## src/rtl/pc_seq_pkg.sv

```systemverilog
// Shared definitions for the program-counter sequencer: operation codes and their width.
package pc_seq_pkg;

    localparam int PC_OP_W = 3;

    typedef enum logic [PC_OP_W-1:0] {
        PC_HOLD = 3'b000,
        PC_INC  = 3'b001,
        PC_JMP  = 3'b010,
        PC_BR   = 3'b011,
        PC_CALL = 3'b100,
        PC_RET  = 3'b101,
        PC_TRAP = 3'b110,
        PC_RSVD = 3'b111
    } pc_op_t;

endpackage

```

## src/rtl/pc_sequencer_ret_stack.sv

```systemverilog
// Hardware return-address LIFO. Push and pop are expected to be gated by the owner;
// a push while full or a pop while empty is silently ignored here.
module ret_stack #(
    parameter int WIDTH = 12,
    parameter int DEPTH = 8
) (
    input  logic                           clk,
    input  logic                           rst_n,
    input  logic                           push_i,
    input  logic                           pop_i,
    input  logic [WIDTH-1:0]               push_data_i,
    output logic [WIDTH-1:0]               top_o,
    output logic [$clog2(DEPTH+1)-1:0]     count_o,
    output logic                           full_o,
    output logic                           empty_o
);

    localparam int CW = $clog2(DEPTH + 1);
    localparam int IW = $clog2(DEPTH);

    logic [WIDTH-1:0] mem_q [DEPTH];
    logic [CW-1:0]    count_q;
    logic [IW-1:0]    wrIdx;
    logic [IW-1:0]    topIdx;

    assign wrIdx   = IW'(count_q);
    assign topIdx  = IW'(count_q - CW'(1));
    assign full_o  = (count_q == CW'(DEPTH));
    assign empty_o = (count_q == '0);
    assign count_o = count_q;
    // An empty stack reports zero rather than stale contents.
    assign top_o   = empty_o ? '0 : mem_q[topIdx];

    always_ff @(posedge clk or negedge rst_n) begin
        if (!rst_n) begin
            count_q <= '0;
            for (int i = 0; i < DEPTH; i++) begin
                mem_q[i] <= '0;
            end
        end else if (push_i && !full_o) begin
            mem_q[wrIdx] <= push_data_i;
            count_q      <= count_q + CW'(1);
        end else if (pop_i && !empty_o) begin
            count_q <= count_q - CW'(1);
        end
    end

endmodule

```

## src/rtl/pc_sequencer.sv

```systemverilog
// Program counter with jump, relative branch, CALL/RET via a hardware return stack and TRAP entry.
// Stack faults leave sticky flags and fall through to the next sequential address.
module pc_sequencer
    import pc_seq_pkg::*;
#(
    parameter int                    ADDR_WIDTH   = 12,
    parameter int                    OFF_WIDTH    = 8,
    parameter int                    STACK_DEPTH  = 8,
    parameter logic [ADDR_WIDTH-1:0] RESET_VECTOR = '0,
    parameter logic [ADDR_WIDTH-1:0] TRAP_VECTOR  = 'h004
) (
    input  logic                               clk,
    input  logic                               rst_n,
    input  logic                               stall,
    input  logic [PC_OP_W-1:0]                 pc_op,
    input  logic [ADDR_WIDTH-1:0]              pc_target,
    input  logic [OFF_WIDTH-1:0]               pc_offset,
    input  logic                               err_clr,
    output logic [ADDR_WIDTH-1:0]              pc_out,
    output logic [ADDR_WIDTH-1:0]              ret_addr,
    output logic [$clog2(STACK_DEPTH+1)-1:0]   sp,
    output logic                               stack_full,
    output logic                               stack_empty,
    output logic                               stk_ovf,
    output logic                               stk_unf
);

    logic [ADDR_WIDTH-1:0] pc_q, pc_d;
    logic                  ovf_q, ovf_d;
    logic                  unf_q, unf_d;
    logic [ADDR_WIDTH-1:0] pcPlusOne;
    logic [ADDR_WIDTH-1:0] brTarget;
    logic [ADDR_WIDTH-1:0] pushData;
    logic                  pushReq, popReq;
    logic                  ovfSet, unfSet;
    pc_op_t                op;

    assign op        = pc_op_t'(pc_op);
    assign pcPlusOne = pc_q + ADDR_WIDTH'(1);
    assign brTarget  = pc_q + ADDR_WIDTH'($signed(pc_offset));

    always_comb begin
        pc_d     = pc_q;
        pushReq  = 1'b0;
        popReq   = 1'b0;
        pushData = '0;
        ovfSet   = 1'b0;
        unfSet   = 1'b0;
        unique case (op)
            PC_INC:  pc_d = pcPlusOne;
            PC_JMP:  pc_d = pc_target;
            PC_BR:   pc_d = brTarget;
            PC_CALL: begin
                if (stack_full) begin
                    pc_d   = pcPlusOne;
                    ovfSet = 1'b1;
                end else begin
                    pushReq  = 1'b1;
                    pushData = pcPlusOne;
                    pc_d     = pc_target;
                end
            end
            PC_RET: begin
                if (stack_empty) begin
                    pc_d   = pcPlusOne;
                    unfSet = 1'b1;
                end else begin
                    popReq = 1'b1;
                    pc_d   = ret_addr;
                end
            end
            // The trapping instruction's own address is saved so it re-executes on return.
            PC_TRAP: begin
                if (stack_full) begin
                    pc_d   = pcPlusOne;
                    ovfSet = 1'b1;
                end else begin
                    pushReq  = 1'b1;
                    pushData = pc_q;
                    pc_d     = TRAP_VECTOR;
                end
            end
            default: pc_d = pc_q;
        endcase
        ovf_d = ovfSet | (ovf_q & ~err_clr);
        unf_d = unfSet | (unf_q & ~err_clr);
    end

    always_ff @(posedge clk or negedge rst_n) begin
        if (!rst_n) begin
            pc_q  <= RESET_VECTOR;
            ovf_q <= 1'b0;
            unf_q <= 1'b0;
        end else if (!stall) begin
            pc_q  <= pc_d;
            ovf_q <= ovf_d;
            unf_q <= unf_d;
        end
    end

    ret_stack #(
        .WIDTH (ADDR_WIDTH),
        .DEPTH (STACK_DEPTH)
    ) u_ret_stack (
        .clk         (clk),
        .rst_n       (rst_n),
        .push_i      (pushReq & ~stall),
        .pop_i       (popReq & ~stall),
        .push_data_i (pushData),
        .top_o       (ret_addr),
        .count_o     (sp),
        .full_o      (stack_full),
        .empty_o     (stack_empty)
    );

    assign pc_out  = pc_q;
    assign stk_ovf = ovf_q;
    assign stk_unf = unf_q;

endmodule

```

## config.mk

```make
export PLATFORM = sky130hd
export DESIGN_NAME = pc_sequencer
export DESIGN_NICKNAME = d
export VERILOG_FILES = /design/src/rtl/pc_seq_pkg.sv /design/src/rtl/pc_sequencer_ret_stack.sv /design/src/rtl/pc_sequencer.sv
export SDC_FILE = /design/constraint.sdc
export NUM_CORES = 1
export LEC_CHECK = 0
export CORE_MARGIN = 8
export CORE_UTILIZATION = 45
export CTS_BUF_LIST = sky130_fd_sc_hd__clkbuf_2 sky130_fd_sc_hd__clkbuf_4 sky130_fd_sc_hd__clkbuf_8
export DETAILED_ROUTE_END_ITERATION = 12
export PLACE_DENSITY_LB_ADDON = 0.12
export SYNTH_ARGS = -nofsm -noshare
export SYNTH_HDL_FRONTEND = slang
export SYNTH_SLANG_ARGS = --single-unit
export TNS_END_PERCENT = 5
```

## constraint.sdc

```tcl
create_clock -name clk -period 3.06 [get_ports clk]
set_input_delay 0.612 -clock clk [delete_from_list [all_inputs] [get_ports clk]]
set_output_delay 0.612 -clock clk [all_outputs]
set_load 0.05 [all_outputs]
```

# --- Yosys cells after proc, flatten, opt, wreduce, memory -nomap -nowiden ---
# Cells that the tools add are included.
classes:
  n_lt_le_gt_ge: 3
  addsub: 4
  n_bitwise: 10
  eq_ne: 7
  n_mux: 24
  reduce_logical: 10
op_table:
  columns: ["op", "count"]
  rows:
  - ["$mux 12", 9]
  - ["$bwmux 96", 1]
  - ["$pmux 12 s6", 1]
  - ["$bmux 12 s3", 1]
  - ["$demux 12 s3", 1]
  - ["$pmux 12 s2", 1]
  - ["$add 12x1->12 const B", 1]
  - ["$add 12x12->12", 1]
  - ["$eq 3x3->1 const B", 3]
  - ["$ge 4x4->1 const B", 2]
  - ["$mux 1", 8]
  - ["$mux 4", 2]
  - ["$not 3->4", 2]
  - ["$eq 3x2->1 const B", 2]
  - ["$reduce_bool 6->1", 1]
  - ["$add 4x1->4 const B", 1]
  - ["$and 1x1->1", 4]
  - ["$eq 4x4->1 const B", 1]
  - ["$logic_not 4->1", 1]
  - ["$lt 4x1->1 const B", 1]
  - ["$sub 4x1->4 const B", 1]
  - ["$eq 3x1->1 const B", 1]
  - ["$logic_and 1x1->1", 3]
  - ["$logic_not 1->1", 2]
  - ["other kinds (5)", 7]
word_totals:
  word_cells: 70
  in_bits: 27
  register_bits: 114

# --- Depth between registers and ports, before layout ---
# Gate-level depths: netlist of run 1.
logic_depth:
  ltp_word: 8
  mapped_depth: 10
  ltp_nobuf: 9

# --- Hierarchy ---
# A second synthesis of run 1 with hierarchy kept.
hier_totals:
  cells_unflattened: 601
  area_unflattened_um2: 6635.1
by_module_without_submodules:
  columns: ["mod", "seq_area_each_um2", "instances", "cells_per_inst", "area_each_um2"]
  rows:
  - ["ret_stack", 2502.4, 1, 355, 4725.8]
  - ["pc_sequencer", 350.3, 1, 246, 1909.3]

# --- Worst setup path after synthesis of run 1 ---
# No wires, ideal clock.
synth_timing:
  path_kind: "flip-flop to output port"
  from: "register u_ret_stack.count_q[1] (netlist: u_ret_stack.count_o[1])"
  to: "output ret_addr[0]"
  stages_incl_launch_ff: 7
  arrival_time_ns: 2.714
  setup_slack_ns: -0.266
  path_cell_list: "dfrtp_1 -> inv_1 -> ha_1 -> nor3b_2 -> buf_2 -> buf_1 -> nor2_1"
synth_rtl:
  columns: ["element", "line_no", "text"]
  rows:
  - ["from (decl)", "pc_sequencer_ret_stack.sv:22", "logic [CW-1:0] count_q;"]
  - ["from (signal assigned)", "pc_sequencer_ret_stack.sv:42", "count_q <= count_q + CW'(1);"]
  - ["from (signal assigned)", "pc_sequencer_ret_stack.sv:44", "count_q <= count_q - CW'(1);"]
  - ["$logic_not 4->1", "pc_sequencer_ret_stack.sv:29", "assign empty_o = (count_q == '0);"]
  - ["named net stack_empty", "pc_sequencer.sv:23", "output logic stack_empty,"]
  - ["$mux 12", "pc_sequencer_ret_stack.sv:32", "assign top_o = empty_o ? '0 : mem_q[topIdx];"]
  - ["to (decl)", "pc_sequencer.sv:20", "output logic [ADDR_WIDTH-1:0] ret_addr,"]
# The timed path passes the listed nets, and every way through them passes these cells. The select of a mux whose other input is x is not followed.

# --- Final worst setup path of run 1 ---
layout_timing:
  from: "register u_ret_stack.count_q[0] (netlist: u_ret_stack.count_o[0])"
  to: "output ret_addr[4]"
layout_between:
  elab_chain_len: 6
layout_rtl:
  columns: ["element", "line_no", "text"]
  rows:
  - ["$sub 4x1->4", null, null]
  - ["named net u_ret_stack.topIdx[0]", "pc_sequencer_ret_stack.sv:24", "logic [IW-1:0] topIdx;"]
  - ["$not 3->4 (implied by the code)", "pc_sequencer_ret_stack.sv:32", null]
  - ["$bmux 12 s3", "pc_sequencer_ret_stack.sv:32", null]
  - ["$mux 12 (implied by the code) (2 in a row)", "pc_sequencer_ret_stack.sv:32", null]
  - ["$mux 12", "pc_sequencer_ret_stack.sv:32", null]
# The timed path passes the listed nets, and every way through them passes these cells. The select of a mux whose other input is x is not followed.

==> key figures, run 1 <==
Detailed routing
  • Wirelength, routed: 18.2 mm
  • Vias/cell: 5.89
  • Iteration-0 DRC Markers: between 200 and 300
  • DR vias: between 5000 and 6000
  • DRC errors left: 0
  • 1st-pass router iterations: 5
  • Final ANT Viol Nets: 0
  • Wirelength per Cell: ~21 um

Synth
  • Synth Warn #: 0
  • Count of unique library cells instantiated by Yosys: 64
  • Sequential-to-total area share from yosys stat: 43.2%
  • Post-synth ARST share: 100%
  • Synth Instances: approximately 600
  • EDFF count, synth: 0
  • Yosys reg bits: about 110
  • Syn Nets: between 600 and 700
  • Post-Syn Area per Cell: around 11 um2
  • Cell area after synthesis: between 6000 and 7000 um2
  • Main synth FF type: dfrtp_1

Finish
  • Most common cell after layout, fill and taps aside: dfrtp_1
  • Most frequent cells in the layout: dfrtp_1 (114), mux2_2 (67), nand2_1 (49)
  • Layout cell share with drive strength beyond 1: 28.1%
  • Inserted Diodes: 0
  • Synthesis-to-finish area growth: 24.3%
  • Fillcell total: between 1000 and 1500
  • Layout Nets: just over 700

Pwr
  • VDD IR-drop max: 0.395 mV
  • Clock power share: 21.4%
  • Leak pwr: between 3 and 4 nW
  • Switch Pwr: approximately 2.9 mW
  • P_int: between 4 and 5 mW
  • Reg power frac: 30.8%
  • Total power: between 7 and 8 mW
  • Combinational Power Share: 47.8%
  • Net switching fraction of the power: 39.4%
  • Power Dens Cells: 884 nW/um2

Clock network
  • Clock root cell: clkbuf_8
  • # clock sinks: about 110
  • Clock transition at the registers of the reported paths: 80 ps
  • H-tree levels: 4
  • Clk buf depth: 2
  • Post-CTS Setup Bufs: 0
  • Clk Latency, worst-skew pair: approximately 440 ps
  • Cts bufs inserted: 17
  • CTS tree: built

Timing
  • Slew Viols, Final: 0
  • Max Clock Freq: between 300 and 400 MHz
  • Slew @ Worst Pin: ~660 ps
  • Tcrit/Tclk final: 97.2%
  • Clock skew: ~12 ps
  • RSZ-0062 raised after global routing: yes
  • Hold violation total from the final report: 0
  • Endpoints failing setup: 0
  • Tmin final: between 2000 and 3000 ps
  • Rel. slew slack: about 56%
  • Hold_ws: 163 ps

Floorplanning
  • DIE AREA: about 19000 um2
  • I/O pin cnt: 59
  • Die X: 137 um
  • Starting Density: between 40% and 50%
  • Num rows: 44
  • Die H: ~140 um
  • Core area: between 10000 and 15000 um2

Global route
  • Vias in the first global route: between 5000 and 6000
  • Remaining global-route overflow: 0
  • Largest net degree at the start of global routing: 56
  • Initial antenna violation count: 0
  • Total track usage: between 20% and 30%
  • First-pass GRT wire length: roughly 30 mm

Setup path
  • Crit path launch type: flip-flop
  • Critical path peak fanout: 13
  • Crit path kind: flip-flop to output pin
  • WP data arrival: 2360 ps
  • CP endpoint kind: output pin
  • Worst Path Required: ~2500 ps

Placement
  • Post-DP HPWL: 13.5 mm
  • IO Port Bufs: 58
  • RD Place Congestion: 0.835

Hold path
  • Hold Path Class: input port to asynchronous set/reset pin

Status
  • Status: finished, final reports clean

Job
  • Max-cap violations: 0
## layer usage
layer	GRT usage [%]	routed length [um]
met2	32.5	8700
met3	4.66	966
met5	0	0
met4	6.58	348
met1	26.8	8230
## worst max-delay path, cell delays in order, from the launching register on
cell and delay [ps]:
dfrtp_1 390, inv_1 100, ha_2 350, buf_4 230, mux4_1 300, mux2i_1 260
nor2_2 110, buf_12 170
## kinds of logic (layout without fill, tap and decap cells)
kind of cell / Yosys count / count (layout) / share of synthesized area [%]
and+or+nand+nor: 176 / 176 / 12.6
DFF: 114 / 114 / 43.2
muxes: 107 / 107 / 23.1
AOI/OAI and AO/OA: 102 / 102 / 11.1
buffers and inverters: 49 / 145 / 3.59
xor gates and xnor gates: 25 / 25 / 3.32
adders and majority gates: 15 / 15 / 2.96
## cell usage after synthesis, types with 10 or more instances
master | count | area (um2)
ha_1 | 14 | 175
nand4_1 | 10 | 62.6
clkbuf_1 | 16 | 60.1
o31ai_1 | 26 | 195
nor3_1 | 12 | 60.1
mux4_1 | 17 | 447
dfrtp_1 | 114 | 2850
mux2_2 | 67 | 754
nand3_1 | 10 | 50.1
nor2_1 | 57 | 214
buf_2 | 14 | 70.1
xor2_1 | 10 | 87.6
o21ai_0 | 15 | 75.1
nand2_1 | 49 | 184
mux2i_1 | 14 | 140
xnor2_1 | 15 | 131
## sequential cells by signal, indices dropped and copies added, names as in the netlist
signal,count
u_ret_stack.mem_q,96
pc_out,12
u_ret_stack.count_o,4
stk_ovf,1
stk_unf,1
## power groups by stage
stage	clock (mW)	sequential [mW]	combinational (mW)
3_3_place_gp	0	2.23	3.35
3_5_place_dp	0	2.26	3.39
2_1_floorplan	0	2.37	2.03
6_report	1.55	2.24	3.46
5_1_grt	1.66	2.29	3.69
4_1_cts	1.59	2.23	3.41
## path summary, 6_finish.rpt
| kind | startpoint | endpoint | slack (ps) | cells past startpoint |
|---|---|---|---|---|
| worst max register to register | u_ret_stack.count_o[1]$_DFFE_PN0P_ | pc_out[9]$_DFFE_PN0P_ | 460 | 9 |
| worst min register to register | u_ret_stack.mem_q[35]$_DFFE_PN0P_ | u_ret_stack.mem_q[35]$_DFFE_PN0P_ | 480 | 2 |
| worst min-delay path | rst_n | u_ret_stack.mem_q[70]$_DFFE_PN0P_ | 160 | 1 |
| min in group clk | u_ret_stack.mem_q[35]$_DFFE_PN0P_ | u_ret_stack.mem_q[35]$_DFFE_PN0P_ | 480 | 2 |
| max in group asynchronous | rst_n | pc_out[3]$_DFFE_PN0P_ | 2150 | 2 |
| worst max-delay path | u_ret_stack.count_o[0]$_DFFE_PN0P_ | ret_addr[4] | 90 | 7 |
## stage by stage
stage | std cells | util (%) | TNS [ps] | instance area, um2 | setup slack (ps)
4_1_cts | 868 | 56.6 | -23.5 | 8160 | -12.8
3_5_place_dp | 836 | 53.6 | 0 | 7720 | 133
5_1_grt | 868 | 56.9 | -38.0 | 8200 | -18.5
3_3_place_gp | 836 | 53.6 | 0 | 7720 | 117
6_report | 868 | 56.9 | 0 | 8200 | 86.2
2_1_floorplan | 588 | - | -1780 | 6620 | -168
## layout make-up
class                      instances  area, um2  area share, %
multi-input combinational        425       3580           43.7
sequential                       114       2850           34.8
timing repair buffer             102       1060           13.0
clock buffer                      18        248           3.02
tap                              184        230           2.81
clock inverter                    14        186           2.27
inverter                          11       41.3          0.503
## timing repair
item | in CTS | in global routing
setup endpoints to repair | 3 | 11
hold buffers | 0 | 0
gates resized for setup | 1 | 10
No activity file was read; power rests on OpenSTA's default activity.
==> run 2, diff against run 1 <==
Settings changed: ABC_CLOCK_PERIOD_IN_PS set to 3060, TNS_END_PERCENT 5 to 50.
==> run 2 against run 1 <==
Non-clock buffer count shrank 2. Clock power decreased by 9%. Clock-buffer cell count increased by 3. Worst hold slack improved by 33 ps. Clock skew fell by 4.7 ps. Global-route usage is essentially flat.
==> key figures, run 2 (synthesis results as in run 1) <==
Setup path
  • Critical path cell sequence: inv_1, ha_2, buf_6, mux4_2, mux2i_2, nor2_1, buf_12
  • Crit path kind: flip-flop to output pin
  • Largest stage delay, worst path: roughly 400 ps
  • WP data arrival: 2350 ps
  • Worst flop-to-flop path endpoint: u_ret_stack.mem_q[11]$_DFFE_PN0P_
  • Crit path launch type: flip-flop
  • Worst Path Required: 2450 ps
  • Cell family with most CP delay: multiplexers
  • FF-to-FF Start: u_ret_stack.count_o[0]$_DFFE_PN0P_
  • Worst reg-to-reg path cell count: 8
  • CP max-delay cell: dfrtp_1
  • Worst R2R Setup Slack: roughly 420 ps
  • Critical path peak fanout: 14
  • Critical path destination: ret_addr[8]
  • Crit path from: u_ret_stack.count_o[0]$_DFFE_PN0P_
  • CP endpoint kind: output pin
  • WP buf/inv: 3
  • Levels on crit path: 7

Clock network
  • Clk buf depth: 2
  • Cts bufs inserted: 17
  • CTS tree: built
  • Clock transition at the registers of the reported paths: about 70 ps
  • Clock root cell: clkbuf_8
  • H-tree levels: 4
  • # clock sinks: ~110
  • Post-CTS Setup Bufs: 0
  • Clk Latency, worst-skew pair: 430 ps

Timing
  • Hold_ws: slightly below 200 ps
  • Tcrit/Tclk final: 96.7%
  • Clock skew: about 7.7 ps
  • Rel. slew slack: between 50% and 60%
  • Slew Viols, Final: 0
  • RSZ-0062 raised after global routing: yes
  • Hold violation total from the final report: 0
  • Max Clock Freq: ~340 MHz
  • Slew @ Worst Pin: between 600 and 700 ps
  • Tmin final: around 3000 ps
  • Total negative setup slack: 0 ps
  • Endpoints failing setup: 0

Global route
  • Total track usage: approximately 20%
  • Vias in the first global route: 5424
  • Busiest grt layer: met2
  • First-pass GRT wire length: 29.5 mm
  • Largest net degree at the start of global routing: 46
  • Met2 usage: between 30 and 40%
  • Remaining global-route overflow: 0
  • Initial antenna violation count: 0
  • Met1 Usage GRT: approximately a quarter
  • Met3 Resource Use GR: 4.19%

Placement
  • IO Port Bufs: between 50 and 60
  • Placed cell count: 834
  • RD Place Congestion: about 0.90
  • Post-DP HPWL: roughly 13 mm
  • Post-DP Area: between 7000 and 8000 um2

Detailed routing
  • Final ANT Viol Nets: 0
  • Wirelength, routed: 18.2 mm
  • DR vias: a little over 5000
  • 1st-pass router iterations: 5
  • Vias/cell: a little under 6
  • DRC errors left: 0
  • Wirelength per Cell: approximately 21 um
  • Iteration-0 DRC Markers: 449

Hold path
  • Hold Path Class: input port to asynchronous set/reset pin

Floorplanning
  • Starting Density: between 40 and 50%
  • Core area: 14400 um2
  • I/O pin cnt: slightly below 60
  • Die H: roughly 140 um
  • DIE AREA: roughly 19000 um2
  • Die X: approximately 140 um
  • Num rows: between 40 and 50

Finish
  • Most frequent cells in the layout: dfrtp_1 (114), mux2_2 (67), nand2_1 (49)
  • Synthesis-to-finish area growth: 23.8%
  • Post-layout util: about 57%
  • Most common cell after layout, fill and taps aside: dfrtp_1
  • Final instance area: around 8000 um2
  • Reg with most FFs: u_ret_stack.mem_q
  • Inserted Diodes: 0
  • Largest register FFs: 96
  • Layout cell share with drive strength beyond 1: 28.2%
  • Layout Nets: about 710
  • Non-Filler Instances: roughly 870

Pwr
  • Power Dens Cells: slightly below 900 nW/um2
  • Leak pwr: between 3 and 4 nW
  • VDD IR-drop max: about 0.32 mV

Status
  • Status: finished, final reports clean

Job
  • Max-cap violations: 0
run 2: cell types whose count changed in the layout (fill, tap and decap cells not counted), sizes merged:
cell,change
clkbuf,+3
bufinv,-2
clkinv,-1
inv,-1
buf,-2
run 2: worst min-delay path by stage:
| stage | start | endpoint | slack (ps) |
|---|---|---|---|
| after floorplan | rst_n | pc_out[0]$_DFFE_PN0P_ | 320 |
| after global placement | u_ret_stack.mem_q[29]$_DFFE_PN0P_ | u_ret_stack.mem_q[29]$_DFFE_PN0P_ | 450 |
| after detailed placement | u_ret_stack.mem_q[8]$_DFFE_PN0P_ | u_ret_stack.mem_q[8]$_DFFE_PN0P_ | 460 |
| after CTS | rst_n | u_ret_stack.mem_q[69]$_DFFE_PN0P_ | 200 |
| after global routing | rst_n | u_ret_stack.mem_q[21]$_DFFE_PN0P_ | 220 |
| final | rst_n | u_ret_stack.mem_q[68]$_DFFE_PN0P_ | 200 |
run 2: worst register-to-register path, cell delays in order (launching register included):
cell and delay [ps]:
dfrtp_1 400, inv_1 110, ha_2 240, nand3b_1 260, inv_1 190, nor3_2 400
nand4_1 370, buf_4 340, o31ai_1 240
run 2: stage by stage:
stage                     worst slack [ps]  power (mW)
after floorplan                       -139        4.42
after global placement                 206        5.59
after detailed placement               150        5.66
after CTS                             8.16        7.10
after global routing                 -14.4        7.52
final                                  101        7.13
run 2: routing by layer:
layer	vias to the layer above	wire (um)
met4	0	482
met2	147	8800
met1	2597	8100
met3	30	853
met5	-	0
li1	2365	-
run 2: layout make-up:
type / count / area [um2]
Sequential cell: 114 / 2850
Clock inverter: 10 / 109
Clock buffer: 21 / 283
Multi-Input combinational cell: 425 / 3600
Timing Repair Buffer: 100 / 1050
Inverter: 11 / 41.3
Fill cell: 1221 / 6260
Tap cell: 184 / 230
run 2: power by group:
| group | internal, mW | switching, mW | total [mW] | leakage [nW] |
|---|---|---|---|---|
| Combinational | 1.58 | 1.90 | 3.48 | 1.98 |
| Sequential | 1.91 | 0.331 | 2.24 | 1.54 |
| Clock | 0.786 | 0.621 | 1.41 | 0.201 |
| Total | 4.28 | 2.85 | 7.13 | 3.72 |
run 2: timing repair:
action	4_1_cts	5_1_grt
resized for setup	2	12
hold buffers	0	0
setup endpoints to repair	2	10
cloned	0	0
hold endpoints to repair	0	0
==> run 3, diff against run 2 <==
--- a/config.mk
+++ b/config.mk
@@ -13,2 +13,3 @@
 export PLACE_DENSITY_LB_ADDON = 0.12
+export SLEW_MARGIN = 20
 export SYNTH_ARGS = -nofsm -noshare
==> constraint.sdc (replaced) <==
create_clock -name clk -period 3.06 [get_ports clk]
set_input_delay 0.306 -clock clk [delete_from_list [all_inputs] [get_ports clk]]
set_output_delay 0.306 -clock clk [all_outputs]
set_load 0.05 [all_outputs]
==> run 3 against run 2 <==
Setup slack gained 100 ps. Largest cell class unchanged. Critical path depth is the same. Power shrank 1.5%. First-iteration DRC count shrank 8.9%.
==> key figures, run 3 (synthesis results as in run 1) <==
Placement
  • IO Port Bufs: between 50 and 60
  • Post-DP HPWL: approximately 13 mm
  • Placed cell count: 821
  • Post-DP Area: around 7600 um2
  • RD Place Congestion: 0.890

Finish
  • Final instance area: about 8000 um2
  • Reg with most FFs: u_ret_stack.mem_q
  • Layout Nets: 699
  • Inserted Diodes: 0
  • Synthesis-to-finish area growth: 21.6%
  • Layout cell share with drive strength beyond 1: between 20 and 25%
  • Fillcell total: around 1300
  • Most frequent cells in the layout: dfrtp_1 (114), mux2_2 (67), nor2_1 (57)
  • Most common cell after layout, fill and taps aside: dfrtp_1
  • Non-Filler Instances: between 800 and 900
  • Largest register FFs: 96

Global route
  • Total track usage: 20.0%
  • Remaining global-route overflow: 0
  • Vias in the first global route: a little over 5000
  • Largest net degree at the start of global routing: between 50 and 60
  • Initial antenna violation count: 0
  • First-pass GRT wire length: 28.6 mm

Detailed routing
  • DRC errors left: 0
  • Iteration-0 DRC Markers: ~410
  • DR vias: about 5000
  • Vias/cell: between 5 and 6
  • Final ANT Viol Nets: 0
  • Wirelength per Cell: 20.9 um
  • 1st-pass router iterations: 5
  • Wirelength, routed: ~18 mm

Setup path
  • Crit path launch type: flip-flop
  • WP data arrival: 2550 ps
  • CP max-delay cell: dfrtp_1
  • Critical path's most frequent cell: buf_12
  • Largest stage delay, worst path: around 460 ps
  • FF-to-FF Start: u_ret_stack.count_o[1]$_DFFE_PN0P_
  • Worst Path Required: 2750 ps
  • CP endpoint kind: output pin
  • Crit path from: u_ret_stack.count_o[1]$_DFFE_PN0P_
  • Worst R2R Setup Slack: between 400 and 500 ps
  • Critical path cell sequence: inv_1, ha_1, buf_12, mux4_2, mux2i_2, nor2_1, buf_12
  • Crit path kind: flip-flop to output pin
  • Worst reg-to-reg path cell count: 8
  • Critical path destination: ret_addr[3]
  • Critical path peak fanout: 24
  • Worst flop-to-flop path endpoint: u_ret_stack.mem_q[94]$_DFFE_PN0P_

Timing
  • Slew @ Worst Pin: roughly 800 ps
  • Endpoints failing setup: 0
  • RSZ-0062 raised after global routing: no
  • Max Clock Freq: around 350 MHz
  • Clock skew: between 10 and 15 ps
  • Tmin final: roughly 2900 ps
  • Rel. slew slack: 45.3%
  • Tcrit/Tclk final: a little over 90%
  • Slew Viols, Final: 0
  • Hold violation total from the final report: 0
  • Hold_ws: 428 ps
  • Total negative setup slack: 0 ps

Pwr
  • Clock power share: about a fifth
  • P_int: approximately 4.3 mW
  • Power Dens Cells: just under 900 nW/um2
  • Leak pwr: between 3 and 4 nW
  • Switch Pwr: 2.76 mW
  • Combinational Power Share: between 40% and 50%
  • VDD IR-drop max: ~0.41 mV
  • Reg power frac: roughly a third
  • Net switching fraction of the power: between 30% and 40%

Floorplanning
  • Num rows: between 40 and 50
  • DIE AREA: roughly 19000 um2
  • I/O pin cnt: 59
  • Core area: about 14000 um2
  • Starting Density: a little under half
  • Die H: roughly 140 um
  • Die X: about 140 um

Clock network
  • Clk Latency, worst-skew pair: roughly 440 ps
  • Clock root cell: clkbuf_8
  • H-tree levels: 4
  • # clock sinks: 114
  • Clock transition at the registers of the reported paths: around 70 ps
  • CTS tree: built
  • Clk buf depth: 2
  • Cts bufs inserted: 17

Job
  • Max-cap violations: 0

Hold path
  • Hold Path Class: input port to flip-flop

Status
  • Status: finished, final reports clean
-- run 3: cell types whose count changed in the layout (fill, tap and decap cells not counted), sizes merged --
cell,change
bufinv,+1
buf,-14
clkdlybuf4s50,+1
clkinv,-1
dlygate4sd3,+1
-- run 3: layout make-up --
type	count	area [um2]	share of cell area, %
Clock inverter	10	134	1.67
Inverter	11	41.3	0.515
Timing Repair Buffer	88	958	11.9
Sequential cell	114	2850	35.6
Clock buffer	21	277	3.45
Multi-Input combinational cell	425	3530	44.0
Tap cell	184	230	2.87
-- run 3: power groups by stage --
stage	registers (mW)	clock network (mW)	logic (mW)
floorplan	2.37	0	2.00
global placement	2.23	0	3.26
CTS	2.23	1.50	3.32
finish	2.24	1.47	3.33
global route	2.30	1.57	3.56
detailed placement	2.26	0	3.31
-- run 3: repair_timing --
item	CTS	global route
hold buffers	1	0
setup endpoints to repair	0	4
endpoints found under the hold margin	57	0
gates resized for setup	0	4
setup buffers	0	0
-- run 3: stage by stage --
stage | utilization, % | total power, mW | setup slack, ps
global placement | 52.6 | 5.49 | 427
detailed placement | 52.6 | 5.57 | 392
floorplan | - | 4.37 | 21.1
global route | 55.6 | 7.43 | 26.3
CTS | 55.5 | 7.06 | 125
finish | 55.6 | 7.03 | 202
-- run 3: worst max-delay path: cells and delay by family, from the launching register on --
family / cells / cell delay [ps]
and+or+nand+nor: 1 / 120
muxes: 2 / 610
adders and majority gates: 1 / 400
DFF: 1 / 460
buffers and inverters: 3 / 530
-- run 3: routing by layer --
metal	GRT usage (%)	wire length (um)	vias to the layer above
li1	-	-	2339
met1	25.2	7850	2541
met2	32.7	8750	124
met3	4.44	945	22
met4	7.54	296	0
met5	0	0	-
-- run 3: worst min-delay path by stage --
stage                            start                                 to  slack, ps  cells past startpoint
after floorplan                  rst_n              pc_out[0]$_DFFE_PN0P_         10                      0
after global placement           rst_n  u_ret_stack.mem_q[70]$_DFFE_PN0P_        440                      1
after detailed placement         rst_n  u_ret_stack.mem_q[58]$_DFFE_PN0P_        460                      1
after CTS                 pc_target[1]              pc_out[1]$_DFFE_PN0P_        400                      3
after global routing      pc_target[1]              pc_out[1]$_DFFE_PN0P_        440                      3
final                     pc_target[1]              pc_out[1]$_DFFE_PN0P_        430                      3
==> patch: new RTL, flow settings as in run 1 <==
Set the parameter `ADDR_WIDTH` to 13 (it was 12).
--- a/src/rtl/pc_sequencer.sv
+++ b/src/rtl/pc_sequencer.sv
@@ -3,7 +3,7 @@
 module pc_sequencer
     import pc_seq_pkg::*;
 #(
-    parameter int                    ADDR_WIDTH   = 12,
+    parameter int                    ADDR_WIDTH   = 13,
     parameter int                    OFF_WIDTH    = 8,
     parameter int                    STACK_DEPTH  = 8,
     parameter logic [ADDR_WIDTH-1:0] RESET_VECTOR = '0,
Ports: changed (resized pc_out, pc_target and ret_addr); port bits go from 59 to 62. No check against the original RTL was run, so the function may have changed too.
==> patch against run 1 <==
  * Maximum frequency up 0.26%
  * Count of clock-buffer cells in the layout increased by 5
  * Synthesized area rose by 8.4%
  * Worst setup slack gained 0.0077 ns
  * Synthesized cell count is 9.4% higher
  * Largest power group unchanged
  * Largest cell class unchanged
  * Power is 4.8% higher
  * Cell area rose by 6.9%
  * Routed wire length increased by 9.5%
  * Sequential cell count grew 9
==> patch: results (changes against run 1) <==
Post-Place Worst Slack 0.0627 ns (-0.0705 ns); clock latency on the worst-skew pair 0.44 ns (about the same); clk slew on worst S/H paths 0.07 ns; port buffer count 61 (+5.2%); Commonest cells post-synth dfrtp_1, nand2_1, mux2_2, nor2_1, mux4_2; clk buf depth 2 (unchanged); P_leak 3.91 nW (+3.9%); CP Max Fanout 18 (+5); Total GRT Usage 20.6% (+0.20 points); Seq/Total Area, Yosys 43.0% (-0.21 points); max reg flops 104 (+8.3%); initial antenna violation count 0 (unchanged); Initial DRC Count 354 (+27%); GP Congestion 0.855 (+2.4%); ys async rst share 100% (unchanged); worst hold path class reg2reg; CP arrival 2.35 ns; total number of yosys warnings 0 (unchanged); share of layout cells above drive strength 1 28.3% (+0.21 points); hpwl dp 14300 µm (+5.8%); worst-margin pin slew 0.600 ns (-0.0587 ns); largest net degree at the start of global routing 79 (+41%); Yosys cell types 63 (-1.6%); # nets final 772 (+8.3%); Fillers 1362 (+9.5%); TritonRoute pass-1 iters 6 (+1); Clock Skews 0.0112 ns (-0.00119 ns); number of global-route vias before repair 5652 (+8.9%); Reg with most FFs u_ret_stack.mem_q; worst vdd ir 0.000350 V (-11%); Post-Syn Area per Cell 11.1 µm² (-0.85%); Post-Place Cells 916 (+9.6%); total number of vias 5469 (+7.0%); first-pass GRT wire length 31500 µm (+7.9%); DR vias/cell 5.73 (-2.7%); top post-synthesis cells by area dfrtp_1, mux2_2, mux4_2, mux2_1, nand2_1; root buf cell clkbuf_8; Num CTS Buffers 17 (unchanged); H-tree Lvls 4 (unchanged); diode count 0 (unchanged); wire per inst 20.9 µm (-0.50%); status complete, no violations; gr ovfl total 0 (unchanged); Mapped Nets 687 (+9.0%); # DRC 0 (unchanged)
-- patch: cell count changes after synthesis, sizes merged, moves of 5 or more --
cell	before	now
a21oi	9	21
a221oi	6	12
a22o	3	9
buf	22	30
dfrtp	114	123
mux2	69	76
nand2	49	58
nor2	57	45
o21ai	16	22
o22ai	0	5
xnor2	15	23
xor2	10	5
-- patch: metal layers --
| metal | global-route usage, % | part of all wire [%] |
|---|---|---|
| met3 | 4.73 | 4.7 |
| met1 | 25.3 | 44 |
| met2 | 34.5 | 49 |
| met4 | 7.57 | 2.3 |
| met5 | 0 | 0 |
-- patch: cell type report --
cell class | count | share of cell area, %
well taps | 216 | 3.08
multi-input cells | 461 | 43.9
flip-flops and latches | 123 | 35.1
clock inverters | 7 | 1.33
clock buffers | 23 | 3.33
repair buffers | 114 | 12.7
inverters | 11 | 0.471
-- patch: final timing paths --
check / start / endpoint / slack, ns / cells after the start
worst min-delay path: u_ret_stack.mem_q[9] / u_ret_stack.mem_q[9] / 0.48 / 2
worst max-delay path: u_ret_stack.count_o[0] / ret_addr[1] / 0.09 / 7
min in group asynchronous: rst_n / u_ret_stack.mem_q[75] / 0.52 / 2
worst min register to register: u_ret_stack.mem_q[9] / u_ret_stack.mem_q[9] / 0.48 / 2
max in group asynchronous: rst_n / u_ret_stack.count_o[0] / 1.75 / 3
worst max register to register: pc_out[1] / pc_out[9] / 0.48 / 8
-- patch: critical path, stage by stage, from the launching register on --
cell,delay [ns]
dfrtp_2,0.38
inv_1,0.08
ha_2,0.36
buf_12,0.18
mux4_2,0.34
mux2i_2,0.30
nor2_2,0.10
buf_12,0.16
-- patch: kinds of logic (layout without fill, tap and decap cells) --
family                   Yosys count  in the layout  synth area share, %
AND/OR/NAND/NOR                  171            171                 11.7
AO/OA/AOI/OAI                    133            133                 13.2
flip-flops                       123            123                 43.0
multiplexers                     113            113                 21.7
buffers and inverters             59            155                 4.06
XOR/XNOR                          28             28                 3.43
adder cells (fa/ha/maj)           16             16                 2.90
-- patch: through the flow --
stage	area, µm²	hold WS, ns	power, mW	setup TNS, ns
floorplan	7180	0.316	4.70	-0.0994
global route	8760	0.492	8.00	0
detailed placement	8250	0.426	5.92	0
CTS	8720	0.476	7.55	0
finish	8760	0.477	7.59	0
global placement	8250	0.423	5.85	0
-- patch: repair_timing --
item	CTS	global route
gates cloned	0	0
endpoints found under the hold margin	3	0
hold buffers	1	0
setup endpoints to repair	13	6
gates resized for setup	5	4
setup buffers	3	5
pin swaps	1	1
-- patch: report_power, final --
part           internal, mW  total [mW]  switching (mW)  leakage [nW]
combinational          1.67        3.72            2.05          2.03
sequential             2.04        2.37           0.329          1.66
clock                 0.875        1.51           0.634         0.209
total                  4.58        7.59            3.02          3.91
